<file path="src/rtl/delay_task_scheduler.sv">
// Delayed-job scheduler: NUM_SLOTS countdown slots run in parallel and feed a
// one-entry completion register carrying id, issue delay and expiry timestamp.
module delay_task_scheduler #(
  parameter int NUM_SLOTS = 4,
  parameter int DLY_W     = 8,
  parameter int ID_W      = 4,
  parameter int TIME_W    = 16
) (
  input  logic              clk,
  input  logic              rst_n,
  input  logic              req_valid,
  output logic              req_ready,
  input  logic [DLY_W-1:0]  req_delay,
  input  logic [ID_W-1:0]   req_id,
  output logic              done_valid,
  input  logic              done_ready,
  output logic [ID_W-1:0]   done_id,
  output logic [DLY_W-1:0]  done_delay,
  output logic [TIME_W-1:0] done_time,
  output logic              busy
);

  localparam int IDX_W = (NUM_SLOTS > 1) ? $clog2(NUM_SLOTS) : 1;

  typedef enum logic [1:0] {
    S_IDLE  = 2'd0,
    S_COUNT = 2'd1,
    S_PEND  = 2'd2
  } slot_state_t;

  slot_state_t       r_state [NUM_SLOTS];
  logic [ID_W-1:0]   r_id    [NUM_SLOTS];
  logic [DLY_W-1:0]  r_dly   [NUM_SLOTS];
  logic [DLY_W-1:0]  r_cnt   [NUM_SLOTS];
  logic [TIME_W-1:0] r_texp  [NUM_SLOTS];

  logic [TIME_W-1:0] r_time;
  logic              r_out_vld;
  logic [ID_W-1:0]   r_out_id;
  logic [DLY_W-1:0]  r_out_dly;
  logic [TIME_W-1:0] r_out_time;

  logic [NUM_SLOTS-1:0] w_idle;
  logic [NUM_SLOTS-1:0] w_expired;
  logic [NUM_SLOTS-1:0] w_grant;
  logic [NUM_SLOTS-1:0] w_take;
  logic [IDX_W-1:0]     w_alloc_idx;
  logic [IDX_W-1:0]     w_drain_idx;
  logic                 w_any_idle;
  logic                 w_any_expired;
  logic                 w_accept;
  logic                 w_out_free;
  logic                 w_load;

  // A COUNT slot at zero is already drainable so the minimum latency is
  // accept + delay + 2; if the output register is busy it parks in PEND.
  always_comb begin
    for (int i = 0; i < NUM_SLOTS; i++) begin
      w_idle[i]    = (r_state[i] == S_IDLE);
      w_expired[i] = (r_state[i] == S_PEND) ||
                     ((r_state[i] == S_COUNT) && (r_cnt[i] == '0));
    end
  end

  always_comb begin
    w_alloc_idx   = '0;
    w_any_idle    = 1'b0;
    w_drain_idx   = '0;
    w_any_expired = 1'b0;
    for (int i = NUM_SLOTS - 1; i >= 0; i--) begin
      if (w_idle[i]) begin
        w_alloc_idx = IDX_W'(i);
        w_any_idle  = 1'b1;
      end
      if (w_expired[i]) begin
        w_drain_idx   = IDX_W'(i);
        w_any_expired = 1'b1;
      end
    end
  end

  assign w_accept   = req_valid && w_any_idle;
  assign w_out_free = !r_out_vld || done_ready;
  assign w_load     = w_out_free && w_any_expired;

  always_comb begin
    for (int i = 0; i < NUM_SLOTS; i++) begin
      w_grant[i] = w_accept && (w_alloc_idx == IDX_W'(i));
      w_take[i]  = w_load   && (w_drain_idx == IDX_W'(i));
    end
  end

  always_ff @(posedge clk or negedge rst_n) begin
    if (!rst_n) begin
      for (int i = 0; i < NUM_SLOTS; i++) begin
        r_state[i] <= S_IDLE;
      end
    end else begin
      for (int i = 0; i < NUM_SLOTS; i++) begin
        case (r_state[i])
          S_IDLE: begin
            if (w_grant[i]) begin
              r_state[i] <= S_COUNT;
            end
          end
          S_COUNT: begin
            if (r_cnt[i] == '0) begin
              r_state[i] <= w_take[i] ? S_IDLE : S_PEND;
            end
          end
          S_PEND: begin
            if (w_take[i]) begin
              r_state[i] <= S_IDLE;
            end
          end
          default: r_state[i] <= S_IDLE;
        endcase
      end
    end
  end

  // Slot payload is only meaningful while the slot is non-IDLE.
  always_ff @(posedge clk) begin
    for (int i = 0; i < NUM_SLOTS; i++) begin
      if (w_grant[i]) begin
        r_id[i]   <= req_id;
        r_dly[i]  <= req_delay;
        r_cnt[i]  <= req_delay;
        r_texp[i] <= r_time + TIME_W'(req_delay) + TIME_W'(1);
      end else if ((r_state[i] == S_COUNT) && (r_cnt[i] != '0)) begin
        r_cnt[i]  <= r_cnt[i] - DLY_W'(1);
      end
    end
  end

  always_ff @(posedge clk or negedge rst_n) begin
    if (!rst_n) begin
      r_time     <= '0;
      r_out_vld  <= 1'b0;
      r_out_id   <= '0;
      r_out_dly  <= '0;
      r_out_time <= '0;
    end else begin
      r_time <= r_time + TIME_W'(1);
      if (w_load) begin
        r_out_vld  <= 1'b1;
        r_out_id   <= r_id[w_drain_idx];
        r_out_dly  <= r_dly[w_drain_idx];
        r_out_time <= r_texp[w_drain_idx];
      end else if (done_ready) begin
        r_out_vld  <= 1'b0;
      end
    end
  end

  assign req_ready  = w_any_idle;
  assign done_valid = r_out_vld;
  assign done_id    = r_out_id;
  assign done_delay = r_out_dly;
  assign done_time  = r_out_time;
  assign busy       = !(&w_idle) || r_out_vld;

endmodule

</file>
<file path="config.mk">
export PLATFORM = sky130hd
export DESIGN_NAME = delay_task_scheduler
export DESIGN_NICKNAME = d
export VERILOG_FILES = /design/src/rtl/delay_task_scheduler.sv
export SDC_FILE = /design/constraint.sdc
export NUM_CORES = 1
export LEC_CHECK = 0
export BUFFER_PORTS_ARGS = -buffer_cell sky130_fd_sc_hd__buf_2
export CORE_UTILIZATION = 55
export CTS_CLUSTER_SIZE = 12
export DETAILED_ROUTE_END_ITERATION = 16
export PLACE_DENSITY = 0.83
export SLEW_MARGIN = 20
export SYNTH_ARGS = -nofsm -noshare
export SYNTH_HDL_FRONTEND = slang
export SYNTH_SLANG_ARGS = --single-unit
</file>
<file path="constraint.sdc">
create_clock -name clk -period 3.9 [get_ports clk]
set_clock_uncertainty 0.1 [all_clocks]
set_input_delay 0.195 -clock clk [delete_from_list [all_inputs] [get_ports clk]]
set_output_delay 0.195 -clock clk [all_outputs]
set_load 0.03 [all_outputs]
</file>
# Word level (Yosys, flattened, before mapping)
# Memory sizes are Yosys's and may differ from the RTL's. A register that Yosys moved wholly into a read port is not among the register bits.
# Cells that the tools add are included.
# W data, S select, Z words.
# totals
romBits,0
output_inout_bits,31
n_memories,4
latchBits,0
wordCells,194
ramBits,144
reg_bits,25
# memory_table
memory,depth,width,rd,rd_ports_with_merged_regs,write_ports,line_no,text
r_texp,4,16,1,1,1,35,logic [TIME_W-1:0] r_texp [NUM_SLOTS];
r_cnt,4,8,4,0,4,34,logic [DLY_W-1:0] r_cnt [NUM_SLOTS];
r_dly,4,8,1,1,1,33,logic [DLY_W-1:0] r_dly [NUM_SLOTS];
r_id,4,4,1,1,1,32,logic [ID_W-1:0] r_id [NUM_SLOTS];
# op_classes
muxes,89
n_eq_ne,26
n_lt_le_gt_ge,0
bitwise_logic,4
n_reduce_logical,58
n_div,0
shifts,0
addsub,7
multipliers,0
# op_table
cell,count
$mux W2,33
$mux W8,7
$mux W16,3
$reduce_or A16 Y1,3
$mux W1,39
$add A16 B1 Y16 const B,2
$logic_not A8 Y1,4
$reduce_bool A8 Y1,4
$sub A8 B1 Y8 const B,4
$pmux W2 S3,4
$reduce_or A8 Y1,3
$logic_and A1 B1 Y1,18
$add A16 B8 Y16,1
$eq A2 B2 Y1 const B,8
$ne A2 B2 Y1 const B,7
$eq A2 B1 Y1 const B,6
$logic_not A2 Y1,6
$mux W4,3
$reduce_and A3 Y1,4
$reduce_or A4 Y1,3
$ne A2 B1 Y1 const B,5
$logic_or A1 B1 Y1,6
$logic_not A1 Y1,5
$or A1 B1 Y1,4
other kinds (2),2

# Depth between registers and ports, before layout
# Gate-level depths: netlist of the first run.
# depth
depth_word,13
mapped_depth,11
depth_no_buf,10

# Least setup slack after synthesis of the first run
# No wires, ideal clock.
# synth_timing
kind,register to register
start,register r_state[6] in the netlist's numbering
end,memory r_cnt[2][0] (enable)
path_stages_with_launch,4
setup_slack_ns,-0.367
synth_period_minus_slack_ns,4.267
setup_time_ns,0.316
path_buffers,0
arrival_time_ns,3.851
cell_sequence,dfrtp_1 > o21ai_0 > nor4_1 > or2_2
# synth_lines
element,line_no,text
from (decl),31,slot_state_t r_state [NUM_SLOTS];
"from (signal, indexed assignment)",108,r_state[i] <= w_take[i] ? S_IDLE : S_PEND;
to (decl),34,

# Worst setup path after layout of the first run
# layout_timing
start,register r_time[0]
end,memory r_texp[1][12] (data pin)
# layout_via
elab_chain_cells,5
# layout_lines
element,line_no,text
from (decl),37,logic [TIME_W-1:0] r_time;
from (signal assigned),144,r_time <= r_time + TIME_W'(1);
$add A16 B8 Y16 (*),129,r_texp[i] <= r_time + TIME_W'(req_delay) + TIME_W'(1);
$add A16 B1 Y16 (*),129,
$mux W16 (no source line) (2 in a row),--,
$mux W16 (no source line) (*),--,
to (decl),35,
# Every way passes the cells marked *; elsewhere a longest branch is shown, timed or not.

==> results of run 1 <==
cell usage after synthesis, types with 2 or more instances:
cell type	instances	area (sq um)
nor3_1	6	30.03
nand3_1	31	155.2
nor2b_1	9	56.30
and3_1	5	31.28
a41o_1	2	20.02
inv_1	13	48.80
a41oi_2	2	32.53
xnor2_1	24	210.2
edfxtp_1	144	4324
clkbuf_1	12	45.04
a221o_1	5	50.05
o31ai_1	5	37.54
nor2_1	105	394.1
xor2_1	23	201.4
buf_2	11	55.05
buf_1	4	15.01
ha_1	13	162.7
dfrtp_1	53	1326
and4_1	2	17.52
nand2_1	45	168.9
nand4_1	2	12.51
o21ai_0	16	80.08
a22oi_1	27	202.7
mux2i_1	2	20.02
or3_1	4	25.02
nor4_1	7	43.79
or2_2	6	37.54
and2_1	2	12.51
a21oi_1	70	350.3
a21boi_0	2	15.01
o31a_1	3	26.28
a2111oi_0	3	26.28
nand2b_1	6	37.54
a21o_1	2	15.01
a31oi_1	3	18.77
a211oi_1	4	30.03
what timing repair did:
action	CTS	global route
endpoints found under the setup margin	0	0
endpoints found under the hold margin	30	0
hold buffers	5	0
flip-flops by register name, summed over array words and instances, names as in the netlist:
signal      flops
r_cnt          32
done_id         4
done_time      16
done_valid      1
r_texp         64
r_dly          32
done_delay      8
r_id           16
r_time         16
r_state         8
cell families after synthesis:
kind of cell	count (synthesis)	synth area share
multiplexers	2	0.002349
AO/OA/AOI/OAI	152	0.1171
adder cells (fa/ha/maj)	14	0.02143
AND/OR/NAND/NOR	237	0.1273
XOR/XNOR	47	0.04830
flip-flops	197	0.6629
buffers and inverters	41	0.02055
layer usage:
layer,share of wire,wire length [um]
met1,0.39,7472
met3,0.071,1352
met4,0.018,333
met2,0.52,9792
met5,0,0
path summary, 6_finish.rpt:
| check | to | from | slack, ns |
|---|---|---|---|
| min in group asynchronous | done_time[2]$_DFFE_PN0P_ | rst_n | 0.11 |
| worst min-delay path | r_dly[3][2]$_DFFE_PP_ | req_delay[2] | 0.03 |
| max in group asynchronous | r_state[2]$_DFFE_PN0P_ | rst_n | 2.74 |
| worst max-delay path | r_texp[1][12]$_DFFE_PP_ | r_time[0]$_DFF_PN0_ | 0.71 |
| worst min register to register | done_delay[7]$_DFFE_PN0P_ | r_dly[0][7]$_DFFE_PP_ | 0.39 |
| worst max register to register | r_texp[1][12]$_DFFE_PP_ | r_time[0]$_DFF_PN0_ | 0.71 |
final cells by class:
type / count / area share
multi-input cells: 452 / 0.2845
flip-flops and latches: 197 / 0.5865
well taps: 188 / 0.02442
repair buffers: 66 / 0.04078
clock buffers: 19 / 0.04597
clock inverters: 13 / 0.01247
inverters: 13 / 0.005065
diodes: 1 / 0.0002597
per-stage QoR:
| stage | setup WS (ns) | instance area (sq um) | instances |
|---|---|---|---|
| CTS | 0.7577 | 9632 | 948 |
| global route | 0.4208 | 9634 | 949 |
| floorplan | 0.4880 | 8536 | 690 |
| global placement | 0.9951 | 9019 | 911 |
| finish | 0.7126 | 9634 | 949 |
| detailed placement | 0.8169 | 9019 | 911 |
report_power, final:
group	internal [uW]	total [uW]	switching, uW
Clock	907	1680	776
Combinational	430	1260	834
Sequential	2730	2980	256
==> impl_metrics.toml, run 1 <==
[pwr]
fin_total_pwr_uw = 5931
power_density_nw_per_um2 = 615.6
p_leak_uw = 0.003600
ir_drop_uv = 393.1

[setup_path]
critPathMostFrequentCell = "inv_1"
cp.required_ns = 4.03
critical-path-top-delay-family = "compound AO/OA/AOI/OAI gates"
cp-start-kind = "register"
path_buf_inv = 2
slowest_delay_ns = 0.66
r2r_cells = 10
critical_path_arrival_ns = 3.31
crit_chain = "inv_1, ha_1, inv_1, fa_1, a21o_1, a21oi_1, o21ai_0, o41ai_1, nor2_1, xor2_1"
crit_type = "reg -> reg"
worstSetupEndpointType = "register"
crit_fanout = 6
cp_slowest_cell = "o41ai_1"
cp.depth = 10

[floorplan]
die_x_um = 126.5
rows = 45
initial_core_util = 0.5627
core_area_sq_um = 15150
ios = 47
die-area_sq_um = 16000
die_h_um = 126.5

[synth]
async_reset_ff_frac = 0.2690
synth_fp_nets = 720
synth-seq-cells = 197
syn-cell-area_sq_um = 8523
avgSynthCellArea_sq_um = 12.35
synth_edf_count = 144
ys_types = 53
yosys_warnings = 0
syn_inst = 690
ys_seq_area_frac = 0.6629
synthFlopType = "edfxtp_1"

[finish]
multiInputGateArea_sq_um = 2741
fillers = 1038
finalNetCount = 777
layout_commonest_cell = "edfxtp_1"
regArea_sq_um = 5650
synthToLayoutAreaGrowth_pct = 13.04
final_cell_mix = "edfxtp_1, nor2_1, a21oi_1"
fin_util = 0.6361
drive_above_1_share = 0.1421

[global_routing]
antenna_found_initial = 1
grt_use_met1 = 0.3258
use_met2 = 0.4235
overflow = 0
grt_busiest_layer = "met2"
grt_max_degree = 40
use_met3 = 0.04049
grt_pass1_wl_mm = 30.29
grt_pass1_vias = 5805
grt_usage = 0.2517

[sta]
setup_tns_ns = 0
post-route-min-period_ns = 3.187
slew_viol_final = 0
rsz0062_at_grt = "false"
timing.fmax_ghz = 0.3137
tightestPinTransition_ns = 0.9835
finalHoldViolCount = 0
maxSlewHeadroom = 0.3444
period_share = 0.8173
timing.hold.ws_ns = 0.03294
setup_violations = 0

[drt]
drt-initial-drc-count = 759
wirelength_mm = 18.95
route.detailed.drc = 0
drt_first_pass_iters = 5
antenna_left = 0
viasPerCell = 6.101
route.vias.total = 5790
routedWlPerCell_um = 19.97

[cts]
clock_latency_ns = 0.44
cts-htree-levels = 4
cts.repair.resized = 0
numCtsBuffers = 17
cts_sinks = 197
clkTransAtPathRegs_ns = 0.07
cts_tree = "yes"
cts_root_buffer = "clkbuf_16"
postCtsSetupBuffers = 0
cts.path.max_buffers = 2

[outcome]
status = "finished, final reports clean"

[placement]
gp_congestion = 0.8597
place_hpwl_mm = 11.89
port_buffers = 46

[job]
drv_cap = 0

[hold_path]
min_path_cells = 1
hp-class = "in -> reg"
Power figures use the tool's default switching activity.
==> inputs of run 2 (changes only) <==
--- a/config.mk
+++ b/config.mk
@@ -6,10 +6,10 @@
 export NUM_CORES = 1
 export LEC_CHECK = 0
 export BUFFER_PORTS_ARGS = -buffer_cell sky130_fd_sc_hd__buf_2
-export CORE_UTILIZATION = 55
+export CORE_UTILIZATION = 61
 export CTS_CLUSTER_SIZE = 12
 export DETAILED_ROUTE_END_ITERATION = 16
-export PLACE_DENSITY = 0.83
+export PLACE_DENSITY = 0.87
 export SLEW_MARGIN = 20
 export SYNTH_ARGS = -nofsm -noshare
 export SYNTH_HDL_FRONTEND = slang
==> constraint.sdc (replaced) <==
create_clock -name clk -period 3.2 [get_ports clk]
set_clock_uncertainty 0.1 [all_clocks]
set_input_delay 0.16 -clock clk [delete_from_list [all_inputs] [get_ports clk]]
set_output_delay 0.16 -clock clk [all_outputs]
set_load 0.03 [all_outputs]
==> impl_metrics.toml, run 2 (synthesis gave the netlist of run 1 again) <==
[outcome]
status = "finished, final reports clean"

[setup_path]
crit_chain = "inv_1, ha_1, or3b_1, o31ai_4, buf_4, o31ai_4, a2111oi_0, a221o_1"
cp_slowest_cell = "a2111oi_0"
cp-start-kind = "register"
crit_type = "reg -> reg"
cp.required_ns = 3.47
r2r_slack_ns = 0.22
critPathMostFrequentCell = "o31ai_4"
critical_path_arrival_ns = 3.25
crit_fanout = 29
worstSetupEndpointType = "register"
slowest_delay_ns = 0.50

[finish]
reg.largest.list = "r_texp: 64 flops, r_cnt: 32 flops, r_dly: 32 flops"
regArea_sq_um = 5650
synthToLayoutAreaGrowth_pct = 13.98
final_cell_mix = "edfxtp_1, nor2_1, a21oi_1"
multiInputGateArea_sq_um = 2748
largest_reg_flops = 64
drive_above_1_share = 0.1447
layout_commonest_cell = "edfxtp_1"
finalNonFillerCells = 943
fillers = 842
regMostFlops = "r_texp"
num_antenna_cells = 0
finalNetCount = 784

[pwr]
p_sw_uw = 2340
ir_drop_uv = 457.9
clkPwrFrac = 0.291
power_density_nw_per_um2 = 760.1
pwr-share-seq = 0.497
swShare = 0.3168
p_leak_uw = 0.003629
combinationalPowerShare = 0.212
p_int_uw = 5044

[cts]
cts-htree-levels = 4
cts.path.max_buffers = 2
clock_latency_ns = 0.44
cts_sinks = 197
cts_root_buffer = "clkbuf_16"
postCtsSetupBuffers = 0
numCtsBuffers = 17
cts.repair.resized = 0
cts_tree = "yes"
clkTransAtPathRegs_ns = 0.07

[global_routing]
antenna_found_initial = 0
grt_pass1_vias = 6006
overflow = 0
grt_usage = 0.2930
grt_pass1_wl_mm = 31.14
grt_max_degree = 31

[placement]
port_buffers = 46
place_hpwl_mm = 12.05
dp.cells = 901
gp_congestion = 0.8197

[sta]
timing.fmax_ghz = 0.3357
tightestPinTransition_ns = 0.9649
post-route-min-period_ns = 2.978
period_share = 0.9308
maxSlewHeadroom = 0.3567
finalHoldViolCount = 0
rsz0062_at_grt = "false"
slew_viol_final = 0
setup_tns_ns = 0
setup_violations = 0

[drt]
drt-initial-drc-count = 781
routed.top_layer = "met4"
wirelength_mm = 20.00
routedWlPerCell_um = 21.21
wl_met3_mm = 1.810
wl_met1_mm = 7.734
antenna_left = 0
viasPerCell = 6.470
drt_first_pass_iters = 5
route.vias.total = 6101
route.detailed.drc = 0
route.met2.wl_mm = 9.668

[floorplan]
rows = 42
die_x_um = 120.2
initial_core_util = 0.6336
core_area_sq_um = 13450
die_h_um = 120.2
die-area_sq_um = 14450
ios = 47

[job]
drv_cap = 0

[hold_path]
hp-class = "in -> reg"
## run 2: routing by layer
| metal | vias up | track usage |
|---|---|---|
| li1 | 2661 | - |
| met5 | - | 0 |
| met3 | 73 | 0.05094 |
| met1 | 2992 | 0.3782 |
| met2 | 375 | 0.4677 |
| met4 | 0 | 0.1758 |
## run 2: timing repair
item / 4_1_cts / 5_1_grt
endpoints found under the setup margin: 0 / 0
endpoints found under the hold margin: 56 / 0
hold buffers: 10 / 0
## run 2: through the flow
step	utilization	hold WS, ns	setup slack, ns	total power [uW]	cell area, sq um
after CTS	0.7221	0.003263	0.2461	7363	9714
after floorplan	-	-0.2356	0.1059	4698	8541
after detailed placement	0.6709	0.07778	0.2882	5223	9025
final	0.7221	0.01849	0.2215	7384	9714
after global routing	0.7221	0.002780	0.03886	7627	9714
after global placement	0.6709	0.07014	0.4553	5125	9025
## run 2: path summary, 6_finish.rpt
path,startpoint,to,depth (start not counted)
min,req_delay[5],r_dly[1][5]$_DFFE_PP_,1
max in group asynchronous,rst_n,r_time[2]$_DFF_PN0_,3
min in group asynchronous,rst_n,done_delay[6]$_DFFE_PN0P_,2
max,r_cnt[2][0]$_DFFE_PP_,done_delay[5]$_DFFE_PN0P_,8
min reg2reg,r_id[0][2]$_DFFE_PP_,done_id[2]$_DFFE_PN0P_,1
max reg2reg,r_cnt[2][0]$_DFFE_PP_,done_delay[5]$_DFFE_PN0P_,8
## run 2: cell type report
cell class	count	area share
Timing Repair Buffer	73	0.04714
Clock buffer	20	0.04598
Clock inverter	12	0.01468
Inverter	13	0.005023
Tap cell	176	0.02267
Sequential cell	197	0.5817
Multi-Input combinational cell	452	0.2828
## run 2: worst max-delay path, delay by kind of cell, from the launching register on
kind | cells | cell delay (ns)
DFF | 1 | 0.44
and+or+nand+nor | 1 | 0.48
buffers and inverters | 2 | 0.49
adders and majority gates | 1 | 0.17
AOI/OAI and AO/OA | 4 | 1.23
## run 2: power groups by stage
stage | logic (uW) | registers (uW) | clock network [uW]
3_5_place_dp | 1530 | 3700 | 0
4_1_cts | 1560 | 3660 | 2150
5_1_grt | 1690 | 3710 | 2240
3_3_place_gp | 1470 | 3660 | 0
6_report | 1560 | 3670 | 2150
2_1_floorplan | 751 | 3950 | 0
==> inputs of run 3 (changes only) <==
--- a/config.mk
+++ b/config.mk
@@ -10,6 +10,7 @@
 export CTS_CLUSTER_SIZE = 12
 export DETAILED_ROUTE_END_ITERATION = 16
 export PLACE_DENSITY = 0.87
+export SETUP_SLACK_MARGIN = 0.4
 export SLEW_MARGIN = 20
 export SYNTH_ARGS = -nofsm -noshare
 export SYNTH_HDL_FRONTEND = slang
==> impl_metrics.toml, run 3 (synthesis gave the netlist of run 1 again) <==
[cts]
clock_latency_ns = 0.44
cts.path.max_buffers = 2
cts_sinks = 197
clkTransAtPathRegs_ns = 0.07
cts-htree-levels = 4
numCtsBuffers = 17
cts_tree = "yes"
cts_root_buffer = "clkbuf_16"

[sta]
finalHoldViolCount = 0
period_share = 0.8668
slew_viol_final = 0
timing.fmax_ghz = 0.3605
tightestPinTransition_ns = 0.8889
timing.hold.ws_ns = 0.01945
fin_ws_ns = 0.4263
setup_violations = 0
rsz0062_at_grt = "true"
setup_tns_ns = 0
post-route-min-period_ns = 2.774
maxSlewHeadroom = 0.4012

[placement]
gp_congestion = 0.8197
pre_cts_slack_ns = 0.2882
port_buffers = 46
placed_cell_area_sq_um = 9025
place_hpwl_mm = 12.05

[setup_path]
critical_path_arrival_ns = 3.04
slowest_delay_ns = 0.51
r2r_cells = 8
crit_type = "reg -> reg"
r2r_slack_ns = 0.43
worstReg2RegStart = "r_cnt[2][0]$_DFFE_PP_"
crit_fanout = 29
worstSetupEndpointType = "register"
cp.required_ns = 3.47
crit_chain = "inv_1, ha_1, or3b_1, o31ai_4, buf_12, o31ai_4, a2111oi_1, a221o_1"
critical-path-top-delay-family = "compound AO/OA/AOI/OAI gates"
critPathMostFrequentCell = "o31ai_4"
path_buf_inv = 2
cp-start-kind = "register"
cp_slowest_cell = "or3b_1"
rr_endpoint = "done_delay[5]$_DFFE_PN0P_"

[finish]
synthToLayoutAreaGrowth_pct = 14.96
layout_commonest_cell = "edfxtp_1"
drive_above_1_share = 0.1582
finalNetCount = 788
fin_util = 0.7283
reg.largest.list = "r_texp: 64 flops, r_cnt: 32 flops, r_dly: 32 flops"
final_cell_mix = "edfxtp_1, nor2_1, a21oi_1"
fin_area_sq_um = 9798
num_antenna_cells = 0
regMostFlops = "r_texp"
largest_reg_flops = 64

[hold_path]
worstHoldStart = "req_delay[4]"
min_path_cells = 1
hold_end = "r_dly[1][4]$_DFFE_PP_"
hp-class = "in -> reg"

[drt]
viasPerCell = 6.452
antenna_left = 0
route.detailed.drc = 0
route.vias.total = 6110
drt-initial-drc-count = 779
wirelength_mm = 20.37
routedWlPerCell_um = 21.51
drt_first_pass_iters = 6

[floorplan]
die_x_um = 120.2
die_h_um = 120.2
rows = 42
initial_core_util = 0.6336
ios = 47
core_area_sq_um = 13450
die-area_sq_um = 14450

[global_routing]
grt_max_degree = 31
grt_usage = 0.2931
overflow = 0
antenna_found_initial = 0
grt_pass1_wl_mm = 31.20
grt_pass1_vias = 5992

[pwr]
p_leak_uw = 0.003649
power_density_nw_per_um2 = 754.5
ir_drop_uv = 453.4

[outcome]
status = "finished, final reports clean"

[job]
drv_cap = 0
[run 3: cell types whose count changed in the layout (fill, tap and decap cells not counted), moves of 2 or more]
cell / before / now
buf_4: 17 / 21
a2111oi_1: 0 / 2
xor2_2: 0 / 2
xor2_1: 23 / 21
a2111oi_0: 3 / 1
[run 3: layout make-up]
cell class	count	area, sq um
clock inverter	12	142.6
sequential	197	5652
tap	176	220.2
timing repair buffer	77	503.0
fill	825	3655
multi-input combinational	452	2785
clock buffer	20	446.7
inverter	13	48.80
[run 3: worst max path at each step]
stage | start | end | slack [ns] | cells after the start
CTS | r_time[0]$_DFF_PN0_ | r_texp[2][10]$_DFFE_PP_ | 0.41 | 11
detailed placement | r_cnt[2][0]$_DFFE_PP_ | done_delay[5]$_DFFE_PN0P_ | 0.29 | 8
finish | r_cnt[2][0]$_DFFE_PP_ | done_delay[5]$_DFFE_PN0P_ | 0.43 | 8
global route | r_cnt[2][0]$_DFFE_PP_ | done_delay[5]$_DFFE_PN0P_ | 0.31 | 8
global placement | r_time[0]$_DFF_PN0_ | r_texp[2][12]$_DFFE_PP_ | 0.46 | 11
floorplan | r_state[6]$_DFFE_PN0P_ | r_cnt[3][0]$_DFFE_PP_ | 0.11 | 3
[run 3: per-layer routing]
| metal | wire [um] | up-vias | global-route usage |
|---|---|---|---|
| met5 | 0 | - | 0 |
| li1 | - | 2665 | - |
| met2 | 10110 | 379 | 0.4702 |
| met1 | 7697 | 3009 | 0.3783 |
| met3 | 1915 | 57 | 0.05425 |
| met4 | 649 | 0 | 0.1648 |
[run 3: repair_timing]
item	CTS	global route
pin swaps	0	1
resized for setup	6	10
setup buffers	0	4
hold buffers	10	0
setup endpoints to repair	19	35
endpoints found under the hold margin	56	0
[run 3: metrics by stage]
stage	cells	total power, uW
final	947	7392
after global routing	947	7638
after CTS	943	7364
after detailed placement	901	5223
after global placement	901	5125
after floorplan	690	4698
[run 3: power by group]
group	total, uW	switching [uW]	internal [uW]
Sequential	3670	347	3330
Combinational	1570	1040	537
Clock	2150	961	1190
[run 3: worst register-to-register path: stages (launching register included)]
cell	delay, ns
edfxtp_1	0.43
inv_1	0.08
ha_1	0.19
or3b_1	0.51
o31ai_4	0.35
buf_12	0.24
o31ai_4	0.17
a2111oi_1	0.46
a221o_1	0.19
